### config.mk
export PLATFORM = sky130hd
export DESIGN_NAME = alu_operand_sequencer_flat
export DESIGN_NICKNAME = d
export VERILOG_FILES = /design/src/rtl/alu_operand_sequencer_if.sv /design/src/rtl/alu_operand_sequencer.sv /design/src/flat_wrapper.sv
export SDC_FILE = /design/constraint.sdc
export NUM_CORES = 1
export LEC_CHECK = 0
export ABC_AREA = 1
export ABC_CLOCK_PERIOD_IN_PS = 4000
export CORE_UTILIZATION = 45
export CTS_CLUSTER_DIAMETER = 40
export DETAILED_ROUTE_END_ITERATION = 16
export PLACE_DENSITY = 0.61
export SYNTH_ARGS = -nofsm -noshare
export SYNTH_HDL_FRONTEND = slang
export SYNTH_SLANG_ARGS = --single-unit
### constraint.sdc
create_clock -name clk -period 4 [get_ports clk]
set_input_delay 1.2 -clock clk [delete_from_list [all_inputs] [get_ports clk]]
set_output_delay 1.2 -clock clk [all_outputs]
set_load 0.05 [all_outputs]
### src/rtl/alu_operand_sequencer_if.sv
// Switch/key bundle in, held operand set out, for alu_operand_sequencer.
interface alu_operand_sequencer_if #(
    parameter int WIDTH    = 4,
    parameter int OPCODE_W = 4
);
    logic [9:0]          sw;
    logic [3:0]          key;
    logic [WIDTH-1:0]    a;
    logic [WIDTH-1:0]    b;
    logic [OPCODE_W-1:0] opcode;
    logic                valid;
    logic [1:0]          phase;

    modport master (
        output sw,
        output key,
        input  a,
        input  b,
        input  opcode,
        input  valid,
        input  phase
    );

    modport slave (
        input  sw,
        input  key,
        output a,
        output b,
        output opcode,
        output valid,
        output phase
    );
endinterface

### src/rtl/alu_operand_sequencer.sv
// Debounced ENTER/CLEAR load FSM feeding a, b, opcode to the ALU.
// Optional macro ALU_SEQ_LIVE_PREVIEW_EN: operand under load tracks sw.
module alu_operand_sequencer #(
    parameter int WIDTH           = 4,
    parameter int OPCODE_W        = 4,
    parameter int DEBOUNCE_CYCLES = 500000
) (
    input logic clk,
    input logic rst,
    alu_operand_sequencer_if.slave bus
);

    localparam int CW = $clog2(DEBOUNCE_CYCLES);
    localparam logic [CW-1:0] CMAX = CW'(DEBOUNCE_CYCLES - 1);

    typedef enum logic [1:0] {
        LOAD_A  = 2'd0,
        LOAD_B  = 2'd1,
        LOAD_OP = 2'd2,
        SHOW    = 2'd3
    } state_t;

    logic [1:0]    s1;
    logic [1:0]    s2;
    logic [1:0]    lvl;
    logic [1:0]    lvl_d;
    logic [CW-1:0] cnt [2];
    logic [1:0]    pulse;
    logic          enter;
    logic          clear;

    state_t              state;
    logic [WIDTH-1:0]    a_q;
    logic [WIDTH-1:0]    b_q;
    logic [OPCODE_W-1:0] op_q;
    logic                valid_q;

    logic unused_in;
    assign unused_in = ^{bus.key[3:2], bus.sw};

    // Levels idle at 1 (released) so a key held through rst still pulses.
    always_ff @(posedge clk) begin
        if (rst) begin
            s1    <= 2'b11;
            s2    <= 2'b11;
            lvl   <= 2'b11;
            lvl_d <= 2'b11;
            for (int i = 0; i < 2; i++) begin
                cnt[i] <= '0;
            end
        end else begin
            s1    <= bus.key[1:0];
            s2    <= s1;
            lvl_d <= lvl;
            for (int i = 0; i < 2; i++) begin
                if (s2[i] == lvl[i]) begin
                    cnt[i] <= '0;
                end else if (cnt[i] == CMAX) begin
                    lvl[i] <= s2[i];
                    cnt[i] <= '0;
                end else begin
                    cnt[i] <= cnt[i] + 1'b1;
                end
            end
        end
    end

    assign pulse = lvl_d & ~lvl;
    assign enter = pulse[0];
    assign clear = pulse[1];

    always_ff @(posedge clk) begin
        if (rst) begin
            state   <= LOAD_A;
            a_q     <= '0;
            b_q     <= '0;
            op_q    <= '0;
            valid_q <= 1'b0;
        end else if (clear) begin
            state   <= LOAD_A;
            a_q     <= '0;
            b_q     <= '0;
            op_q    <= '0;
            valid_q <= 1'b0;
        end else if (enter) begin
            unique case (state)
                LOAD_A: begin
                    a_q   <= bus.sw[WIDTH-1:0];
                    state <= LOAD_B;
                end
                LOAD_B: begin
                    b_q   <= bus.sw[WIDTH-1:0];
                    state <= LOAD_OP;
                end
                LOAD_OP: begin
                    op_q    <= bus.sw[OPCODE_W-1:0];
                    valid_q <= 1'b1;
                    state   <= SHOW;
                end
                SHOW: begin
                    valid_q <= 1'b0;
                    state   <= LOAD_A;
                end
                default: state <= LOAD_A;
            endcase
        end else begin
`ifdef ALU_SEQ_LIVE_PREVIEW_EN
            unique case (state)
                LOAD_A:  a_q  <= bus.sw[WIDTH-1:0];
                LOAD_B:  b_q  <= bus.sw[WIDTH-1:0];
                LOAD_OP: op_q <= bus.sw[OPCODE_W-1:0];
                default: ;
            endcase
`else
            state <= state;
`endif
        end
    end

    assign bus.a      = a_q;
    assign bus.b      = b_q;
    assign bus.opcode = op_q;
    assign bus.valid  = valid_q;
    assign bus.phase  = state;

endmodule

### src/flat_wrapper.sv
// flat-port wrapper written by rule: the top's interface ports become plain ports
module alu_operand_sequencer_flat 
#(
    parameter int WIDTH           = 4,
    parameter int OPCODE_W        = 4,
    parameter int DEBOUNCE_CYCLES = 500000
)
  (clk, rst, bus_sw, bus_key, bus_a, bus_b, bus_opcode, bus_valid, bus_phase);
  alu_operand_sequencer_if #(.WIDTH(WIDTH), .OPCODE_W(OPCODE_W)) bus_i ();
  input logic clk;
  input logic rst;
  input wire logic [$bits(bus_i.sw)-1:0] bus_sw;
  input wire logic [$bits(bus_i.key)-1:0] bus_key;
  output wire logic [$bits(bus_i.a)-1:0] bus_a;
  output wire logic [$bits(bus_i.b)-1:0] bus_b;
  output wire logic [$bits(bus_i.opcode)-1:0] bus_opcode;
  output wire logic [$bits(bus_i.valid)-1:0] bus_valid;
  output wire logic [$bits(bus_i.phase)-1:0] bus_phase;
  assign bus_i.sw = bus_sw;
  assign bus_i.key = bus_key;
  assign bus_a = bus_i.a;
  assign bus_b = bus_i.b;
  assign bus_opcode = bus_i.opcode;
  assign bus_valid = bus_i.valid;
  assign bus_phase = bus_i.phase;
  alu_operand_sequencer #(.WIDTH(WIDTH), .OPCODE_W(OPCODE_W), .DEBOUNCE_CYCLES(DEBOUNCE_CYCLES)) u_core (.clk(clk), .rst(rst), .bus(bus_i));
endmodule
# Word-level counts from Yosys, hierarchy flattened
# Memory sizes are Yosys's and may differ from the RTL's.
# Index checks and enable logic that the tools add are counted.
[word_totals]
n_memories = 1
in_bits = 16
mem_bits_rw = 38
ff_bits = 23
[classes]
n_eq_ne = 7
muxes = 32
n_bitwise = 10
add_sub_neg = 2
n_reduce_logical = 9
[mem_list]
columns = ["memory", "depth", "width", "rd", "rd_clocked_by_memory_dff", "wr", "line_no", "rtl"]
rows = [
  ["u_core.cnt", 2, 19, 2, 0, 2, "alu_operand_sequencer.sv:27", "logic [CW-1:0] cnt [2];"],
]
[op_table]
columns = ["cell", "count"]
rows = [
  ["19-bit two-way mux", 6],
  ["19-bit by 1-bit adder with 19-bit output, second input constant", 2],
  ["19-bit equality test, second input constant", 2],
  ["1-bit two-way mux", 24],
  ["2-bit AND reduction", 6],
  ["2-bit one-hot mux with 4 select lines", 1],
  ["1-bit bitwise OR", 6],
  ["2-bit equality test, second input constant", 2],
  ["2-bit bitwise AND", 1],
  ["1-bit equality test", 2],
  ["2-bit by 1-bit equality test with 1-bit output, second input constant", 1],
  ["2-bit zero test", 1],
  ["1-bit inverter", 2],
  ["2-bit inverter", 1],
  ["1-bit one-hot mux with 2 select lines", 1],
  ["2-bit nonzero test", 1],
  ["2-bit OR reduction", 1],
]

# Depth between registers and ports, before layout
# Gate-level depths: netlist of the first run.
[logic_depth]
depth_word = 7
mapped_depth = 9
ltp_nobuf = 9

# Least setup slack after synthesis of the first run
# No wires, ideal clock.
[synth_path]
path_type = "input to register"
startpoint = "input rst"
endpoint = "memory u_core.cnt[0][16] in the netlist's numbering (data pin)"
setup_slack_ns = 1.964
t_required_ns = 3.865
arrival_time_ns = 1.901
cell_stages = 6
setup_time_ns = 0.135
cell_sequence = "inv_2 -> o21ai_0 -> a21oi_1 -> nand2_4 -> buf_12 -> nor2_2"
[synth_rtl]
columns = ["item", "line_no", "rtl"]
rows = [
  ["start: declaration", "flat_wrapper.sv:11", "input logic rst;"],
  ["end: declaration", "alu_operand_sequencer.sv:27", ""],
]

# Worst setup path after layout of the first run
[layout_path]
startpoint = "register u_core.state[0], in the netlist u_core.bus.phase[0]"
endpoint = "output bus_phase[0]"
[layout_rtl]
columns = ["item", "line_no", "rtl"]
rows = [
  ["start: declaration", "alu_operand_sequencer.sv:32", "state_t state;"],
  ["start signal: assignment", "alu_operand_sequencer.sv:115", "state <= state;"],
  ["end: declaration", "flat_wrapper.sv:18", "output wire logic [$bits(bus_i.phase)-1:0] bus_phase;"],
]
# No word-level cell between the ends.

==> results of run 1 <==
-- cells by family after synthesis --
group	share of synthesized area
fa+ha+maj	0.0266
compound gates	0.0577
xor+xnor	0.0399
simple gates	0.330
buf+inv	0.0588
flops	0.486
other cells	0.00114
-- per-layer routing --
metal	share of wire	GRT usage	vias to the layer above
met4	0.016	0.0954	0
met3	0.055	0.0424	10
met1	0.49	0.246	1211
met2	0.44	0.287	49
li1	-	-	1394
met5	0	0	-
-- placed cells by master (no fill, tap or decap), types with 17 or more instances in the layout --
master | Yosys | routed
inv_1 | 39 | 39
dfxtp_1 | 23 | 23
clkdlybuf4s50_1 | 0 | 22
nor2_1 | 55 | 55
nor2_2 | 17 | 17
a21oi_1 | 23 | 23
nand3_1 | 29 | 29
edfxtp_1 | 38 | 38
conb_1 | 1 | 38
nand2_1 | 99 | 99
-- per-stage QoR --
step | worst slack (ns) | cells
6_report | 1.22 | 565
3_5_place_dp | 1.26 | 549
4_1_cts | 1.21 | 565
3_3_place_gp | 1.32 | 549
2_1_floorplan | 1.96 | 435
5_1_grt | 1.16 | 565
-- flip-flops by register name, indices dropped and copies added (netlist names) --
signal / flops
u_core.bus.b: 4
u_core.bus.valid: 1
u_core.s2: 2
u_core.bus.opcode: 4
u_core.s1: 2
u_core.bus.phase: 2
u_core.bus.a: 4
u_core.cnt: 38
u_core.lvl_d: 2
u_core.lvl: 2
-- worst min-delay path by stage --
stage | to | slack [ns] | startpoint | cells past startpoint
final | u_core.s2[0] | 0.41 | u_core.s1[0] | 1
after global routing | u_core.s2[0] | 0.43 | u_core.s1[0] | 1
after CTS | u_core.s2[0] | 0.41 | u_core.s1[0] | 1
after detailed placement | u_core.s2[0] | 0.39 | u_core.s1[0] | 1
after global placement | u_core.s2[0] | 0.39 | u_core.s1[0] | 1
after floorplan | u_core.s2[0] | 0.39 | u_core.s1[0] | 1
-- synth_stat cells (3+ instances only) --
master,n
xnor2_1,6
nor2_1,55
edfxtp_1,38
dfxtp_1,23
nor3_1,3
o21ai_0,5
ha_1,7
a21oi_2,3
or2_0,5
nand4_1,10
a21oi_1,23
nand2_1,99
nand3_1,29
xor2_1,9
nor2_2,17
or2_2,5
inv_1,39
nand3_2,5
-- cell type report --
cell class | count | area [sq um] | area share
multi-input cells | 329 | 1640 | 0.415
flip-flops and latches | 61 | 1600 | 0.405
repair buffers | 22 | 220 | 0.0557
clock buffers | 11 | 163 | 0.0412
inverters | 41 | 154 | 0.0389
well taps | 96 | 120 | 0.0304
clock inverters | 5 | 55.1 | 0.0139
-- power by group through the flow --
| stage | logic (mW) | registers [mW] | clock network (mW) |
|---|---|---|---|
| floorplan | 0.0429 | 0.714 | 0 |
| global placement | 0.0558 | 0.719 | 0 |
| detailed placement | 0.0567 | 0.720 | 0 |
| CTS | 0.0570 | 0.706 | 0.607 |
| global route | 0.0671 | 0.709 | 0.636 |
| finish | 0.0578 | 0.706 | 0.590 |
==> impl_metrics.csv, run 1 <==
group,metric,value,unit
synthesis,avgSynthCellArea,8.28,sq um
placement,place_congestion,0.832,
detailed_routing,drc,0,
synthesis,yosys_register_bits,61,
global_route,antenna_found_initial,0,
synthesis,yosys-top-cells-area,"edfxtp_1 (35%), dfxtp_1 (14%), nand2_1 (11%), nor2_1 (6.3%), inv_1 (4.4%)",
clocking,cts_max_level,3,
pwr,pwr_density_cell,342,nW/um^2
synthesis,syn_inst,398,
hold_path,hp-class,"flop to flop",
timing,min_period_over_period,0.694,
setup_path,slowest_stage,"clkdlybuf4s50_1",
synthesis,synthesis.area,3300,sq um
clocking,clock-sinks,61,
cells_and_area,drive_above_1_share,0.117,
global_route,grt_max_degree,20,
detailed_routing,wl_per_cell,11.3,microns
setup_path,critical_path_class,"flop to output pin",
setup_path,crit_family,"buffers and inverters",
clocking,clockRootBuffer,"clkbuf_8",
pwr,ir_drop,0.215,mV
cells_and_area,final_nets,487,
placement,place.detailed.hpwl,4770,microns
setup_path,worstSetupStartpointType,"flop",
synthesis,ys_types,30,
synthesis,synth.yosys.seq_area_share,0.486,
setup_path,crit_buf_inv,1,
synthesis,yosysTopAreaCell,"edfxtp_1",
setup_path,arrival,1.58,ns
cells_and_area,syn2layout_area_growth,19.9,%
setup_path,reg2reg_to,"u_core.cnt[0][15]",
cells_and_area,diodes,0,
flow_run,cap_violations,0,
pwr,power.total,1.35,mW
detailed_routing,dr_total_vias,2664,
pwr,p_seq_frac,0.522,
floorplan,num_io_pins,31,
floorplan,row_count,30,
global_route,first_global_vias,2514,
clocking,clk_path_buf_depth,2,
clocking,tritoncts,"done",
pwr,switchingPower,0.305,mW
timing,fmax,360,MHz
floorplan,core,6940,sq um
floorplan,fp.dieW,87.6,microns
timing,worst_slew_pin_slew,0.593,ns
setup_path,cp_num_cells,1,
pwr,power.share.clock,0.436,
setup_path,critPathLaunch,"u_core.bus.phase[0]",
synthesis,ys.flop_type,"edfxtp_1",
setup_path,path_cells,"clkdlybuf4s50_1",
detailed_routing,drtAntennaViolNets,0,
clocking,numCtsBuffers,9,
clocking,cts_hold_buffers,0,
floorplan,start_util,0.475,
setup_path,slowest_delay,0.84,ns
pwr,power.internal,1.05,mW
timing,period_needed,2.78,ns
timing,slew_headroom,0.604,
setup_path,reg2reg_depth,8,
pwr,p_leak,1.52,nW
cells_and_area,final_core_util,0.569,
clocking,cts_resized,0,
timing,hold_ws,0.409,ns
setup_path,endpoint_kind,"output pin",
pwr,sw_frac_of_total,0.225,
timing,hold_viol,0,
run_status,outcome,"completed",
timing,skew,0.00801,ns
placement,place_area,3730,sq um
setup_path,reg2reg_from,"u_core.cnt[0][0]",
floorplan,die-area,7670,sq um
pwr,power_frac_comb,0.043,
timing,setup_viol,0,
timing,setup_tns,0,ns
setup_path,required,2.80,ns
detailed_routing,viasPerCell,4.72,
global_route,track_usage,0.186,
setup_path,reg2reg_slack,2.16,ns
cells_and_area,fill_cells,655,
placement,portBuffers,22,
global_route,grt.overflow.total,0,
clocking,worstSkewPairLatency,0.34,ns
synthesis,synth_top_area_frac,0.346,
detailed_routing,firstDrtPassIters,4,
detailed_routing,route.final.wire_length,6370,microns
clocking,cts_setup_buffers,0,
cells_and_area,post-route-cell-area,3950,sq um
setup_path,cp-endpoint,"bus_phase[0]",
floorplan,dieHeight,87.6,microns
synthesis,synthArstFlopShare,0,
global_route,grt_pass1_wl,11000,microns
synthesis,synth_edf_count,38,
clocking,clk_pin_slew,0.06,ns
detailed_routing,drt_iter0_drc,157,
timing,maxSlewViolCount,0,
timing,rsz0062_at_grt,"false",
setup_path,critPathMaxFanout,4,
synthesis,ys_warn_count,0,
(Power assumes the default switching activity.)
==> run 2, diff against run 1 <==
Settings changed: ABC_CLOCK_PERIOD_IN_PS 4000 to 2300, PLACE_DENSITY 0.61 to 0.64.
Clock period 4 ns to 2.3 ns, I/O delays scaled along.
==> impl_metrics.csv, run 2 (synthesis gave the netlist of run 1 again) <==
group,metric,value,unit
clocking,tritoncts,"done",
cells_and_area,regMostFlops,"u_core.cnt",
setup_path,endpoint_kind,"output pin",
setup_path,critical_path_class,"flop to output pin",
global_route,first_global_vias,2371,
detailed_routing,dr_total_vias,2638,
hold_path,hp-class,"flop to flop",
cells_and_area,drive_above_1_share,0.119,
cells_and_area,final_nets,489,
global_route,grt_pass1_wl,10800,microns
setup_path,reg2reg_depth,8,
timing,min_period_over_period,0.965,
global_route,grt.overflow.total,0,
setup_path,slowest_stage,"clkdlybuf4s50_1",
detailed_routing,drtAntennaViolNets,0,
floorplan,num_io_pins,31,
setup_path,required,1.61,ns
setup_path,slowest_delay,0.82,ns
placement,portBuffers,22,
floorplan,die-area,7670,sq um
floorplan,row_count,30,
run_status,outcome,"completed",
timing,setup_tns,0,ns
global_route,grt_max_degree,20,
pwr,ir_drop,0.308,mV
timing,setup_viol,0,
setup_path,crit_family,"buffers and inverters",
detailed_routing,route.final.wire_length,6210,microns
placement,place_congestion,0.827,
timing,maxSlewViolCount,0,
cells_and_area,final_cell_mix,"nand2_1 (99), nor2_1 (55), inv_1 (39), edfxtp_1 (38), conb_1 (38)",
clocking,cts_max_level,3,
cells_and_area,diodes,0,
clocking,clock-sinks,61,
global_route,antenna_found_initial,0,
timing,period_needed,2.22,ns
detailed_routing,wl_per_cell,11.0,microns
setup_path,reg2reg_slack,0.52,ns
floorplan,start_util,0.475,
timing,hold_viol,0,
timing,fmax,451,MHz
timing,worst_slew_pin_slew,0.515,ns
setup_path,critPathMaxFanout,4,
placement,place.detailed.hpwl,4510,microns
detailed_routing,drc,0,
timing,slew_headroom,0.656,
clocking,clockRootBuffer,"clkbuf_8",
clocking,clk_pin_slew,0.07,ns
cells_and_area,syn2layout_area_growth,20.6,%
clocking,worstSkewPairLatency,0.34,ns
cells_and_area,largest_register_ffs,38,
floorplan,dieHeight,87.6,microns
global_route,track_usage,0.183,
timing,hold_ws,0.413,ns
hold_path,worstHoldPathCells,1,
cells_and_area,final_common_cell,"nand2_1",
detailed_routing,firstDrtPassIters,5,
setup_path,path_cells,"clkdlybuf4s50_1",
pwr,pwr_density_cell,592,nW/um^2
timing,skew,0.00801,ns
timing,rsz0062_at_grt,"false",
setup_path,crit_buf_inv,1,
setup_path,arrival,1.53,ns
detailed_routing,drt_iter0_drc,129,
setup_path,worstSetupStartpointType,"flop",
floorplan,core,6940,sq um
pwr,p_leak,1.55,nW
flow_run,cap_violations,0,
clocking,clk_path_buf_depth,2,
detailed_routing,viasPerCell,4.65,
clocking,numCtsBuffers,9,
setup_path,cp_num_cells,1,
floorplan,fp.dieW,87.6,microns
==> run 2: final timing paths <==
kind / to / start
worst min-delay path: u_core.s2[0] / u_core.s1[0]
worst max-delay path: bus_phase[1] / u_core.bus.phase[1]
worst min register to register: u_core.s2[0] / u_core.s1[0]
worst max register to register: u_core.cnt[1][15] / u_core.cnt[1][0]
==> run 2: metrics by stage <==
stage	cell area, sq um	power, mW	cells	utilization	setup slack [ns]
floorplan	3430	1.32	435	-	0.716
global placement	3750	1.35	551	0.540	0.126
detailed placement	3750	1.35	551	0.540	0.122
CTS	3970	2.37	567	0.572	0.0414
global route	3980	2.45	567	0.572	0.0228
finish	3980	2.35	567	0.572	0.0804
==> run 2: power breakdown <==
part           switching [mW]  internal, mW  total (mW)
Combinational          0.0642        0.0379       0.102
Sequential             0.0346          1.19        1.23
Clock                   0.435         0.590        1.02
Total                   0.534          1.82        2.35
==> run 2: what timing repair did <==
item / in CTS / in global routing
buffers inserted: 0 / 0
endpoints found under the hold margin: 0 / 0
gates resized for setup: 0 / 1
endpoints found under the setup margin: 0 / 1
hold buffers: 0 / 0
==> run 2: cell type report <==
class / count / area (sq um)
clock buffer: 13 / 203
clock inverter: 3 / 20.0
fill: 646 / 2970
inverter: 41 / 154
multi-input combinational: 329 / 1640
sequential: 61 / 1600
tap: 96 / 120
timing repair buffer: 24 / 238
==> run 2: routing by layer <==
metal  wire, microns  GRT usage  vias up
met5               0          0        -
met4              76     0.0671        0
met3             254     0.0481        7
met2            2680      0.281       46
met1            3210      0.249     1186
li1                -          -     1399
==> run 3, diff against run 2 <==
Settings changed: CTS_CLUSTER_DIAMETER 40 to not set.
==> results of run 3 <==
Same layout as run 2: the final DEF is identical, and so are final timing and power.
==> variant 1, RTL diff (flow settings as in run 2) <==
`OPCODE_W` is set to 4 in 3 places; all go to 5.
--- a/src/rtl/alu_operand_sequencer_if.sv
+++ b/src/rtl/alu_operand_sequencer_if.sv
@@ -3,3 +3,3 @@
     parameter int WIDTH    = 4,
-    parameter int OPCODE_W = 4
+    parameter int OPCODE_W = 5
 );
--- a/src/rtl/alu_operand_sequencer.sv
+++ b/src/rtl/alu_operand_sequencer.sv
@@ -4,3 +4,3 @@
     parameter int WIDTH           = 4,
-    parameter int OPCODE_W        = 4,
+    parameter int OPCODE_W        = 5,
     parameter int DEBOUNCE_CYCLES = 500000
--- a/src/flat_wrapper.sv
+++ b/src/flat_wrapper.sv
@@ -4,3 +4,3 @@
     parameter int WIDTH           = 4,
-    parameter int OPCODE_W        = 4,
+    parameter int OPCODE_W        = 5,
     parameter int DEBOUNCE_CYCLES = 500000
Ports: changed (resized bus_opcode); port bits go from 31 to 32. No check against the original RTL was run, so the function may have changed too.
==> variant 1 against run 2 <==
  * Final cell count increased by 1.8%
  * Count of clock-buffer cells in the layout grew 1
  * Non-clock buffer count grew 3
  * Worst hold slack got worse by 0.0038 ns
  * Routed wire length shrank 1.1%
  * Sequential cell count grew 1
  * Critical path depth did not move
  * First-iteration DRC count rose by 0.78%
  * Worst setup slack worse by 0.014 ns
  * Maximum frequency shrank 0.65%
  * Power shrank 7.6%
  * Area after synthesis fell by 0.49%
  * Cell area decreased by 1.0%
  * Utilization fell by 0.27 points
  * Critical endpoint unchanged
  * Largest power group unchanged
==> variant 1: results (changes against run 2) <==
Final layout
  • Layout cells sized above 1: 0.07900 (was 0.1189)
  • Post-Layout Cell Count: 577 (was 567)
  • Fillers: 695 (was 646)
  • Nets: 499 (was 489)

Status
  • Status: completed (unchanged)

Min path
  • Class of the worst hold path: reg -> reg (unchanged)

Worst setup path
  • FF-to-FF Start: u_core.cnt[0][0]$_SDFFCE_PN0P_ (was u_core.cnt[1][0]$_SDFFCE_PN0P_)
  • Crit Reg-Reg Endpoint: u_core.cnt[0][15]$_SDFFCE_PN0P_ (was u_core.cnt[1][15]$_SDFFCE_PN0P_)

Drt
  • DR pass1 iterations: 4 (was 5)
  • Total Wirelength: 6141 µm (was 6212 µm)
  • DR iter-0 viols: 130 (was 129)

Place
  • Placed Instance Area: 3770 µm² (was 3750 µm²)
  • Inst Count DP: 561 (was 551)
  • Final HPWL DP: 4560 µm (was 4515 µm)
  • Final Wtd Congestion: 0.8865 (was 0.8274)

Global routing
  • Vias in the first global route: 2476 (was 2371)
  • GRT Total Usage: 0.1887 (was 0.1828)
  • First-pass GRT wire length: 11050 µm (was 10760 µm)

Power
  • Worst vdd ir: 0.3512 mV (was 0.3081 mV)
  • Leakage power: 1.533 nW (was 1.549 nW)

Logic synthesis
  • Synth cell count leaders: nand2_1, nor2_1, inv_1, edfxtp_1, nand3_1 (unchanged)
  • Seq/Total Area, Yosys: 0.4945 (was 0.4860)
  • Yosys cell types: 28 (was 30)
  • Synth top area cells: edfxtp_1, dfxtp_1, nand2_1 (unchanged)

STA
  • Worst-Margin Slew: 0.5220 ns (was 0.5148 ns)
variant 1: power by group:
| group | internal (W) | switching [W] |
|---|---|---|
| sequential | 0.00121 | 0.0000350 |
| clock | 0.000419 | 0.000410 |
| combinational | 0.0000394 | 0.0000603 |
| total | 0.00167 | 0.000506 |
variant 1: cell families (layout without fill, tap and decap cells):
logic type / after synthesis / in the layout / share of synthesized area
flops: 62 / 62 / 0.4945
simple gates: 239 / 239 / 0.3235
compound gates: 36 / 36 / 0.05761
fa+ha+maj: 7 / 7 / 0.02671
buf+inv: 45 / 84 / 0.05646
other cells: 1 / 38 / 0.001144
xor+xnor: 15 / 15 / 0.04006
variant 1: per-stage QoR:
stage / utilization / setup slack [ns]
final: 0.5697 / 0.06596
after detailed placement: 0.5458 / 0.06868
after global routing: 0.5697 / 0.005661
after CTS: 0.5694 / 0.03668
after global placement: 0.5458 / 0.08851
after floorplan: - / 0.7085
variant 1: cell type report:
| cell class | count | area [µm²] | share of cell area |
|---|---|---|---|
| Multi-Input combinational cell | 335 | 1612 | 0.4095 |
| Inverter | 41 | 153.9 | 0.03911 |
| Tap cell | 96 | 120.1 | 0.03052 |
| Clock buffer | 14 | 152.6 | 0.03879 |
| Sequential cell | 62 | 1622 | 0.4121 |
| Timing Repair Buffer | 27 | 265.3 | 0.06741 |
| Clock inverter | 2 | 10.01 | 0.002544 |
variant 1: layer usage:
| layer | vias up | wire length [µm] |
|---|---|---|
| met1 | 1194 | 3182 |
| met4 | 0 | 109 |
| met2 | 53 | 2507 |
| met3 | 12 | 341 |
| met5 | - | 0 |
| li1 | 1428 | - |
variant 1: how the worst min path moves through the flow:
stage | cells past startpoint | startpoint | slack (ns) | to
after floorplan | 1 | u_core.s1[0]$_SDFF_PP1_ | 0.39 | u_core.s2[0]$_SDFF_PP1_
after global placement | 1 | u_core.s1[0]$_SDFF_PP1_ | 0.39 | u_core.s2[0]$_SDFF_PP1_
after detailed placement | 1 | u_core.s1[0]$_SDFF_PP1_ | 0.39 | u_core.s2[0]$_SDFF_PP1_
after CTS | 1 | u_core.s1[0]$_SDFF_PP1_ | 0.41 | u_core.s2[0]$_SDFF_PP1_
after global routing | 1 | u_core.s1[0]$_SDFF_PP1_ | 0.42 | u_core.s2[0]$_SDFF_PP1_
final | 1 | u_core.s1[0]$_SDFF_PP1_ | 0.41 | u_core.s2[0]$_SDFF_PP1_
==> variant 2, RTL diff (settings of run 2) <==
Made on the original files. Make the reset (`rst`) asynchronous in 2 clocked blocks.
--- a/src/rtl/alu_operand_sequencer.sv
+++ b/src/rtl/alu_operand_sequencer.sv
@@ -41,3 +41,3 @@
     // Levels idle at 1 (released) so a key held through rst still pulses.
-    always_ff @(posedge clk) begin
+    always_ff @(posedge clk or posedge rst) begin
         if (rst) begin
@@ -71,3 +71,3 @@
 
-    always_ff @(posedge clk) begin
+    always_ff @(posedge clk or posedge rst) begin
         if (rst) begin
Function: no difference found for any inputs over 10 cycles, from zero or initial values and one cycle with rst high; that may be too few to reach the edited logic, so the function may still have changed.
==> variant 2 against run 2 <==
  * Sequential share of layout area rose by 0.89 points
  * Critical path depth unchanged
  * Largest power group unchanged
  * Power decreased by 6.9%
  * Routed wire length down 7.5%
  * Largest cell class is now registers
  * Worst hold slack got worse by 0.054 ns
  * Sequential cell count did not move
  * Worst setup slack got worse by 0.0034 ns
  * Cell area fell by 6.1%
  * Area after synthesis fell by 4.5%
==> variant 2: results (changes against run 2) <==
Status
  • Status: completed (unchanged)

Logic synthesis
  • Synth cell count leaders: nor2_1, nand2_1, dfrtp_1, inv_1, nand3_1 (was nand2_1, nor2_1, inv_1, edfxtp_1, nand3_1)
  • Synth Net Count: just over 400
  • Yosys cell types: 26 (was 30)
  • Seq/Total Area, Yosys: 0.4881 (was 0.4860)
  • Post-synth ARST share: 1.000 (was 0)
  • Dominant synthesized flop cell: dfrtp_1 (was edfxtp_1)
  • Synth top area cells: dfrtp_1, nor2_1, nand2_1 (was edfxtp_1, dfxtp_1, nand2_1)

Global routing
  • First-pass GRT wire length: 10340 µm (was 10760 µm)
  • GRT Total Usage: 0.1824 (was 0.1828)
  • Pin count of the biggest net entering global routing: 32 (was 20)
  • Initial antenna violation count: 0 (unchanged)

Min path
  • Hold endpoint: u_core.s2[0]$_DFF_PP1_ (was u_core.s2[0]$_SDFF_PP1_)
  • Hold path cells: 0 (was 1)
  • Worst Hold Launch: u_core.s1[0]$_DFF_PP1_ (was u_core.s1[0]$_SDFF_PP1_)

STA
  • Layout Skew: 0.006182 ns (was 0.008010 ns)
  • Hold_ws: 0.3584 ns (was 0.4127 ns)

Final layout
  • Inserted Diodes: 0 (unchanged)
  • Nets: 447 (was 489)
  • Layout cells sized above 1: 0.1279 (was 0.1189)
  • Fillers: 634 (was 646)

Power
  • Worst vdd ir: 0.5742 mV (was 0.3081 mV)
  • Leakage power: 1.621 nW (was 1.549 nW)

Place
  • Place WS: 0.4155 ns (was 0.1215 ns)
  • Final HPWL DP: 4372 µm (was 4515 µm)
  • Final Wtd Congestion: 0.8109 (was 0.8274)
  • Port Buffers: 22 (unchanged)
  • Placed Instance Area: 3516 µm² (was 3750 µm²)

Worst setup path
  • FF-to-FF Start: u_core.lvl_d[1]$_DFF_PP1_ (was u_core.cnt[1][0]$_SDFFCE_PN0P_)
  • Reg2Reg Setup Slack: 0.79 ns (was 0.52 ns)
  • Cells on worst reg2reg path: 5 (was 8)
  • Worst setup path startpoint: u_core.bus.phase[0]$_DFFE_PP0P_ (was u_core.bus.phase[1]$_SDFFE_PP0P_)
  • Crit Reg-Reg Endpoint: u_core.bus.a[3]$_DFFE_PP0P_ (was u_core.cnt[1][15]$_SDFFCE_PN0P_)

Drt
  • Total Wirelength: 5749 µm (was 6212 µm)
  • DR iter-0 viols: 46 (was 129)
  • Routed vias/inst: 4.601 (was 4.653)
  • DR pass1 iterations: 4 (was 5)
[variant 2: cell count changes after synthesis, sizes merged, moves of 4 or more]
cell           run 2  this run
a21oi             26         9
dfxtp             23         0
xor2               9        13
dfstp              0         8
inv               41        50
edfxtp            38         0
nand3             34        29
nand2            103        87
or2               10         0
mux2               0         8
dfrtp              0        53
nand4             10         2
nor2              74       103
[variant 2: stage by stage]
stage / util / std cells
2_1_floorplan: - / 390
3_3_place_gp: 0.5175 / 510
3_5_place_dp: 0.5175 / 510
4_1_cts: 0.5492 / 526
5_1_grt: 0.5492 / 526
6_report: 0.5492 / 526
[variant 2: worst max path at each step]
stage,slack (ns),to,cells past startpoint
6_report,0.08,bus_phase[0],1
5_1_grt,0.02,bus_phase[0],1
4_1_cts,0.04,bus_phase[0],1
3_5_place_dp,0.42,bus_phase[0],1
3_3_place_gp,0.42,bus_phase[0],1
2_1_floorplan,0.11,u_core.bus.a[0]$_DFFE_PP0P_,1
[variant 2: metal layers]
layer | GRT usage | part of all wire
met1 | 0.2280 | 0.49
met2 | 0.2989 | 0.47
met4 | 0.06515 | 0.0099
met5 | 0 | 0
met3 | 0.05775 | 0.029
[variant 2: final cells by class]
cell class                      instances  share of cell area
Sequential cell                        61              0.4118
Multi-Input combinational cell        279              0.3816
Timing Repair Buffer                   24             0.06640
Inverter                               50             0.05030
Clock buffer                           10             0.03421
Tap cell                               96             0.03219
Clock inverter                          6             0.02347
[variant 2: logic make-up (layout without fill, tap and decap cells)]
| family | count (synthesis) | after routing | synth area share |
|---|---|---|---|
| fa+ha+maj | 6 | 6 | 0.02385 |
| simple gates | 226 | 226 | 0.3076 |
| xor+xnor | 18 | 18 | 0.05485 |
| compound gates | 21 | 21 | 0.03736 |
| mux | 8 | 8 | 0.02862 |
| buf+inv | 50 | 90 | 0.05962 |
| flops | 61 | 61 | 0.4881 |
[variant 2: power by group]
| part | switching (W) | internal [W] |
|---|---|---|
| registers | 0.00000858 | 0.00109 |
| clock network | 0.000410 | 0.000610 |
| logic | 0.0000476 | 0.0000277 |
